File: src/rtl/uart_pkg.sv
// Shared types and constants for the UART register-port arbiter.
package uart_pkg;

    typedef enum logic [1:0] {
        IDLE,
        ISSUE,
        RESP
    } arb_state_t;

    localparam int DEFAULT_NUM_REGS = 8;

    localparam logic [3:0] ADDR_CTRL      = 4'd0;
    localparam logic [3:0] ADDR_STATUS    = 4'd1;
    localparam logic [3:0] ADDR_BAUD      = 4'd2;
    localparam logic [3:0] ADDR_RX_DATA   = 4'd3;
    localparam logic [3:0] ADDR_TX_DATA   = 4'd4;
    localparam logic [3:0] ADDR_INT_EN    = 4'd5;
    localparam logic [3:0] ADDR_INT_STAT  = 4'd6;
    localparam logic [3:0] ADDR_FIFO_CTRL = 4'd7;

endpackage

File: src/rtl/uart_rr_arbiter.sv
// Combinational round-robin picker: first set request at or after ptr, wrapping modulo NREQ.
module uart_rr_arbiter #(
    parameter int NREQ = 2,
    parameter int PW   = 1
) (
    input  logic [NREQ-1:0] req,
    input  logic [PW-1:0]   ptr,
    output logic [NREQ-1:0] grant,
    output logic [PW-1:0]   grant_idx,
    output logic            any
);

    logic [PW-1:0] cand;

    always_comb begin
        grant     = '0;
        grant_idx = '0;
        any       = 1'b0;
        cand      = '0;
        // Walk from the farthest offset inward so the candidate nearest ptr is the last writer.
        for (int k = NREQ - 1; k >= 0; k--) begin
            cand = PW'((32'(ptr) + 32'(k)) % 32'(NREQ));
            if (req[cand]) begin
                grant       = '0;
                grant[cand] = 1'b1;
                grant_idx   = cand;
                any         = 1'b1;
            end
        end
    end

endmodule

File: src/rtl/uart_reg_arb.sv
// Shares the single UART register-file port between NREQ requesters, one
// single-cycle strobe per granted access, with a registered per-requester response.
//
// state | meaning
// IDLE  | waiting for a request; req_ready follows the arbiter grant
// ISSUE | one-cycle reg_wen/reg_ren strobe; response captured at the closing edge
// RESP  | rsp_valid held for the owner until its rsp_ready
module uart_reg_arb
    import uart_pkg::*;
#(
    parameter int NREQ           = 2,
    parameter int DATA_WIDTH     = 32,
    parameter int REG_ADDR_WIDTH = 4,
    parameter int NUM_REGS       = DEFAULT_NUM_REGS
) (
    input  logic                                clk,
    input  logic                                rst_n,
    input  logic [NREQ-1:0]                     req_valid,
    output logic [NREQ-1:0]                     req_ready,
    input  logic [NREQ-1:0]                     req_write,
    input  logic [NREQ*REG_ADDR_WIDTH-1:0]      req_addr,
    input  logic [NREQ*DATA_WIDTH-1:0]          req_wdata,
    input  logic [NREQ*(DATA_WIDTH/8)-1:0]      req_wstrb,
    output logic [NREQ-1:0]                     rsp_valid,
    input  logic [NREQ-1:0]                     rsp_ready,
    output logic [DATA_WIDTH-1:0]               rsp_rdata,
    output logic                                rsp_error,
    output logic [REG_ADDR_WIDTH-1:0]           reg_addr,
    output logic [DATA_WIDTH-1:0]               reg_wdata,
    output logic [DATA_WIDTH/8-1:0]             reg_wstrb,
    output logic                                reg_wen,
    output logic                                reg_ren,
    input  logic [DATA_WIDTH-1:0]               reg_rdata,
    input  logic                                reg_error
);

    localparam int              PW       = (NREQ > 1) ? $clog2(NREQ) : 1;
    localparam int              SW       = DATA_WIDTH / 8;
    localparam logic [PW-1:0]   LAST_IDX = PW'(NREQ - 1);

    arb_state_t                 state;
    logic [PW-1:0]              ptr;
    logic [PW-1:0]              owner;
    logic [PW-1:0]              grant_idx;
    logic [NREQ-1:0]            grant;
    logic                       any;
    logic                       cmd_write;

    logic                       sel_write;
    logic [REG_ADDR_WIDTH-1:0]  sel_addr;
    logic [DATA_WIDTH-1:0]      sel_wdata;
    logic [SW-1:0]              sel_wstrb;

    uart_rr_arbiter #(
        .NREQ (NREQ),
        .PW   (PW)
    ) u_arb (
        .req       (req_valid),
        .ptr       (ptr),
        .grant     (grant),
        .grant_idx (grant_idx),
        .any       (any)
    );

    always_comb begin
        sel_write = 1'b0;
        sel_addr  = '0;
        sel_wdata = '0;
        sel_wstrb = '0;
        for (int i = 0; i < NREQ; i++) begin
            if (grant[i]) begin
                sel_write = req_write[i];
                sel_addr  = req_addr[i*REG_ADDR_WIDTH +: REG_ADDR_WIDTH];
                sel_wdata = req_wdata[i*DATA_WIDTH +: DATA_WIDTH];
                sel_wstrb = req_wstrb[i*SW +: SW];
            end
        end
    end

    assign req_ready = (state == IDLE) ? grant : '0;

    always_ff @(posedge clk or negedge rst_n) begin
        if (!rst_n) begin
            state     <= IDLE;
            ptr       <= '0;
            owner     <= '0;
            cmd_write <= 1'b0;
            rsp_valid <= '0;
            rsp_rdata <= '0;
            rsp_error <= 1'b0;
            reg_addr  <= '0;
            reg_wdata <= '0;
            reg_wstrb <= '0;
            reg_wen   <= 1'b0;
            reg_ren   <= 1'b0;
        end else begin
            case (state)
                IDLE: begin
                    if (any) begin
                        owner     <= grant_idx;
                        cmd_write <= sel_write;
                        reg_addr  <= sel_addr;
                        reg_wdata <= sel_wdata;
                        reg_wstrb <= sel_wstrb;
                        reg_wen   <= sel_write;
                        reg_ren   <= !sel_write;
                        ptr       <= (grant_idx == LAST_IDX) ? '0 : grant_idx + 1'b1;
                        state     <= ISSUE;
                    end
                end
                ISSUE: begin
                    reg_wen   <= 1'b0;
                    reg_ren   <= 1'b0;
                    // Out-of-range writes still strobe; only the error flag reports them.
                    rsp_rdata <= cmd_write ? '0 : reg_rdata;
                    rsp_error <= cmd_write ? (32'(reg_addr) >= $unsigned(NUM_REGS)) : reg_error;
                    rsp_valid <= NREQ'(1) << owner;
                    state     <= RESP;
                end
                RESP: begin
                    if (rsp_ready[owner]) begin
                        rsp_valid <= '0;
                        state     <= IDLE;
                    end
                end
                default: state <= IDLE;
            endcase
        end
    end

endmodule

File: config.mk
export PLATFORM = sky130hd
export DESIGN_NAME = uart_reg_arb
export DESIGN_NICKNAME = d
export VERILOG_FILES = /design/src/rtl/uart_pkg.sv /design/src/rtl/uart_rr_arbiter.sv /design/src/rtl/uart_reg_arb.sv
export SDC_FILE = /design/constraint.sdc
export NUM_CORES = 1
export LEC_CHECK = 0
export ABC_CLOCK_PERIOD_IN_PS = 3300
export CORE_ASPECT_RATIO = 0.5
export CORE_MARGIN = 1
export CORE_UTILIZATION = 61
export DETAILED_ROUTE_END_ITERATION = 10
export DONT_BUFFER_PORTS = 1
export GPL_TIMING_DRIVEN = 0
export PLACE_DENSITY = 0.81
export SLEW_MARGIN = 20
export SYNTH_ARGS = -nofsm -noshare
export SYNTH_HDL_FRONTEND = slang
export SYNTH_SLANG_ARGS = --single-unit
File: constraint.sdc
create_clock -name clk -period 3.3 [get_ports clk]
set_input_delay 0.66 -clock clk [delete_from_list [all_inputs] [get_ports clk]]
set_output_delay 0.66 -clock clk [all_outputs]
set_load 0.01 [all_outputs]
==> flow_metrics.py <==
metrics = {
    "pwr": {
        "internal-power_uw": 2570,
        "irDropWorstVdd_mv": 0.455,
        "power_leakage_uw": 0.00175,
        "pwr-share-comb": 0.304,
        "p_clk_frac": 0.230,
        "p_seq_frac": 0.466,
        "power_switching_uw": 1670,
        "switching_share": 0.394,
        "pwr_density_cell_nw_per_um2": 1040,
    },
    "run_status": {
        "outcome": "finished with violations",
        "violations": "design-rule violations",
    },
    "layout": {
        "antenna_cells": 0,
        "num-fill-cells": 443,
        "nNetsFinal": 495,
        "layout_commonest_cell": "dfrtp_1",
        "layout.cells.non_filler": 451,
        "syn2layout_area_growth_pct": 10.5,
        "final_cell_mix": "82 x dfrtp_1, 58 x o21ai_1, 37 x o21ai_0",
        "utilization": 0.720,
        "drive_gt1_frac": 0.0820,
    },
    "logic_synthesis": {
        "yosys-top-cells-area": "dfrtp_1 56%, o21ai_1 7.9%, a32oi_1 7.2%",
        "synthSimpleGateAreaFrac": 0.141,
        "muxShareOfSynthArea": 0.00273,
        "synth.net_count": 484,
        "yosysWarnings": 0,
        "netlist_instances": 363,
        "yosys.area.top_type_share": 0.559,
        "syn-mean-instance-area_um2": 10.1,
        "synth_top_family_by_area": "compound AO/OA/AOI/OAI gates",
        "yosysSeqAreaShare": 0.559,
        "synth_top_area_cell": "dfrtp_1",
        "synth_compound_area_frac": 0.248,
        "synthesis.area_um2": 3670,
        "synth-seq-cells": 82,
        "synthAdderAreaFrac": 0,
        "ys_types": 32,
        "synth-xor-area-share": 0,
    },
    "sta": {
        "fin_crit_ns": 2.42,
        "rsz0062_at_grt": "no",
        "slew_viol_final": 0,
        "final.setup_skew_ns": 0.00786,
        "slew_headroom": 0.707,
        "fin_tns_setup_ns": 0,
        "worstMarginPinSlew_ns": 0.440,
        "hold_violations": 0,
        "finalCritPeriodShare": 0.735,
        "timing.fmax_mhz": 412,
        "finalSetupViolations": 0,
        "setup_ws_ns": 0.875,
    },
    "clock_network": {
        "cts.clk_slew.worst_paths_ns": 0.06,
        "post_cts_resized": 0,
        "holdBufCountCts": 0,
        "insertion_delay_ns": 0.33,
        "clockBufferDepth": 2,
        "cts_tree": "yes",
        "clockRootBuffer": "clkbuf_16",
        "numClockSinks": 82,
        "cts_inserted_buffers": 9,
        "h-tree-depth": 3,
        "postCtsSetupRepairBufs": 0,
    },
    "global_route": {
        "grt_max_degree": 83,
        "grt.overflow.total": 0,
        "grt_pass1_vias": 2947,
        "grt_usage": 0.305,
        "grt_antenna_before_repair": 0,
        "grt_pass1_wl_mm": 14.7,
    },
    "critical_path": {
        "critical_path.top_delay_family": "buffers and inverters",
        "cp_common_cell": "buf_2",
        "r2r-start": "state[1]",
        "path_cells": "buf_2, a21boi_2, buf_2, buf_4, and2_1",
        "arrival_ns": 1.76,
        "r2r_slack_ns": 1.72,
        "rr_worst_depth": 5,
        "required_ns": 2.64,
        "critical-path-max-stage-delay_ns": 0.27,
        "crit_fanout": 10,
        "cp-end-kind": "output port",
        "slowest_stage": "buf_2",
        "critPathKind": "in -> out",
        "path_buf_inv": 3,
        "reg2reg_to": "reg_wdata[23]",
        "start_kind": "primary input",
    },
    "place": {
        "dp_slack_ns": 0.895,
        "gp_congestion": 0.796,
        "place_inst": 436,
        "place_hpwl_mm": 6.68,
        "io_buffers": 0,
    },
    "floorplan": {
        "core_um2": 5630,
        "die_y_um": 56.9,
        "io_pins": 200,
        "die-area_um2": 6350,
        "die_w_um": 112,
        "start_util": 0.652,
        "rows": 19,
    },
    "hold_path": {
        "hold_path_class": "in -> async",
    },
    "detailed_routing": {
        "drtAntennaViolNets": 0,
        "drc": 10,
        "drt_iter0_markers": 237,
        "drt-pass1-iter-count": 7,
        "post_drt_via_cell_ratio": 6.41,
        "routedWlPerCell_um": 20.7,
        "wl_mm": 9.34,
        "num_vias": 2891,
    },
    "job": {
        "drv_cap": 0,
    },
}
## power by group through the flow
stage	registers, µW	clock network, µW	logic [µW]
6_report	1970	976	1290
3_5_place_dp	1990	0	1280
3_3_place_gp	1970	0	1190
5_1_grt	2020	1030	1460
4_1_cts	1970	988	1290
2_1_floorplan	1880	0	1010
## worst reg2reg max path, cell delays in order (launching register included)
cell and delay (ns):
dfrtp_1 0.36, buf_4 0.17, or2_1 0.30, clkbuf_1 0.24
o21ai_0 0.26, o21ai_1 0.13
## state kept, by name, summed over array words and instances (netlist names)
signal and flops:
reg_wstrb 4, cmd_write 1, reg_wen 1, rsp_rdata 32, owner 1, ptr 1
rsp_valid 2, reg_wdata 32, reg_ren 1, reg_addr 4, state 2, rsp_error 1
## how the worst max path moves through the flow
stage	slack, ns	endpoint	cells past startpoint	startpoint
6_report	0.88	req_ready[0]	5	req_valid[1]
4_1_cts	0.89	req_ready[0]	5	req_valid[1]
2_1_floorplan	1.14	req_ready[0]	5	req_valid[1]
3_3_place_gp	0.94	req_ready[0]	5	req_valid[1]
5_1_grt	0.77	req_ready[0]	5	req_valid[1]
3_5_place_dp	0.90	req_ready[0]	5	req_valid[1]
## cell usage after synthesis, drive strengths merged
master,n
a32oi,30
nand2,36
a21oi,4
a21o,1
nor3,1
nand3,3
nand3b,3
and3,11
a221o,10
nand4,1
inv,4
dfrtp,82
a21boi,1
o2111a,1
a221oi,1
buf,12
or2,1
and2,1
nand2b,35
mux2i,1
a31oi,1
nand4b,1
o21ai,96
clkbuf,23
nor2,2
nor2b,1
## metal layers
| layer | vias to the layer above | track usage | wire, µm |
|---|---|---|---|
| met3 | 15 | 0.123 | 852 |
| met4 | 0 | 0.110 | 148 |
| li1 | 1347 | - | - |
| met2 | 134 | 0.508 | 4610 |
| met5 | - | 0 | 0 |
| met1 | 1395 | 0.362 | 3730 |
## cell type report
| type | instances | area (µm²) | area share |
|---|---|---|---|
| Tap cell | 73 | 91.3 | 0.0225 |
| Multi-Input combinational cell | 242 | 1440 | 0.355 |
| Sequential cell | 82 | 2050 | 0.506 |
| Inverter | 4 | 15.0 | 0.00370 |
| Buffer | 35 | 163 | 0.0401 |
| Clock inverter | 5 | 55.1 | 0.0136 |
| Clock buffer | 10 | 239 | 0.0589 |
## cell families after synthesis
logic type | Yosys count
DFF | 82
AOI/OAI and AO/OA | 145
buffers and inverters | 39
muxes | 1
and+or+nand+nor | 96
## metrics by stage
| step | hold slack, ns | power, µW | instance area, µm² |
|---|---|---|---|
| finish | 0.0219 | 4240 | 4060 |
| global route | 0.00509 | 4510 | 4060 |
| CTS | 0.0102 | 4260 | 4060 |
| detailed placement | 0.365 | 3270 | 3760 |
| global placement | 0.366 | 3170 | 3760 |
| floorplan | 0.364 | 2890 | 3670 |
(Power assumes the default switching activity.)
==> variant, RTL diff (same flow settings) <==
Reset style: synchronous (`rst_n`), changed in one clocked block.
--- a/src/rtl/uart_reg_arb.sv
+++ b/src/rtl/uart_reg_arb.sv
@@ -81,3 +81,3 @@
 
-    always_ff @(posedge clk or negedge rst_n) begin
+    always_ff @(posedge clk) begin
         if (!rst_n) begin
Formal check against the unedited RTL: differs if rst_n is asserted again (counterexample within 4 cycles, from zero or initial values and one cycle with rst_n low); with rst_n held inactive, the same outputs for 4 cycles.
==> variant against the original RTL <==
- global-route usage grew 1.6 points
- cell count rose by 6.4%
- cell area down 3.4%
- sequential cell count did not move
- synthesized cell count is 8.5% higher
- area after synthesis is 5.7% lower
- setup slack improved by 0.13 ns
- wire length grew 1.7%
- non-clock buffer count is 7 higher
- critical path type unchanged
Power is not compared: it rests on default switching activity, and its combinational part moved more than twofold at a synthesized area within 25%.
==> variant: results (changes against the original RTL) <==
| Metric | Value |
|---|---|
| Routing usage on met2 | `0.561 (was 0.508)` |
| Met1 Use GR | `0.352 (was 0.362)` |
| First DRT Iteration DRCs | `282 (was 237)` |
| Pre-Repair DR Iteration Count | `4 (was 7)` |
| Total track usage | `0.321 (was 0.305)` |
| Sequential fraction of the synthesis area | `0.474 (was 0.559)` |
| Syn_area_per_cell | `8.79 sq um (was 10.1 sq um)` |
| Critical Path AT | `1.63 ns (was 1.76 ns)` |
| Net Count, Synth | `515 (was 484)` |
| Slew Limit Headroom | `0.678 (was 0.707)` |
| Post-synthesis mux area share | `0.00578 (was 0.00273)` |
| Met3 wire length | `953 um (was 852 um)` |
| Status | `complete, no violations (was finished with violations)` |
| Post-DP HPWL | `6830 um (was 6680 um)` |
| Most used DFF post-synth | `dfxtp_1 (was dfrtp_1)` |
| Placed cell areas | `3550 sq um (was 3760 sq um)` |
| Routed vias | `3161 (was 2891)` |
| Global-route wire length before repair | `15000 um (was 14700 um)` |
| Place WS | `1.01 ns (was 0.895 ns)` |
| Largest net degree at the start of global routing | `14 (was 83)` |
| Met3 Use GR | `0.132 (was 0.123)` |
| Vias in the first global route | `3085 (was 2947)` |
| Placed cell count | `464 (was 436)` |
| Final Skew | `0.00365 ns (was 0.00786 ns)` |
| Metal-1 WL | `3580 um (was 3730 um)` |
| Post-route insts no fill | `480 (was 451)` |
| Ys async rst share | `0 (was 1.00)` |
| Routed len/inst | `19.8 um (was 20.7 um)` |
## variant: cell count changes after synthesis, sizes merged, moves of 30 or more
cell    delta
dfrtp     -82
dfxtp     +82
o21ai     -81
a21oi     +62
nand2b    -33
a32oi     -30
## variant: worst max-delay path, cell delays in order
cell and delay, ns:
buf_4 0.14, a21boi_2 0.20, clkbuf_1 0.38, and2_1 0.24
## variant: area by class of cell
| cell class | count | area (sq um) |
|---|---|---|
| clock buffers | 11 | 243 |
| flip-flops and latches | 82 | 1640 |
| multi-input cells | 265 | 1550 |
| inverters | 5 | 18.8 |
| fillers | 393 | 1260 |
| clock inverters | 5 | 125 |
| well taps | 70 | 87.6 |
| plain buffers | 42 | 248 |
## variant: final timing paths
path / from / end / slack (ns) / depth (start not counted)
max: req_valid[1] / req_ready[0] / 1.01 / 4
min: req_wdata[8] / reg_wdata[8] / 0.46 / 1
max reg2reg: state[0] / reg_wdata[4] / 1.83 / 5
min reg2reg: rsp_rdata[27] / rsp_rdata[27] / 0.50 / 2
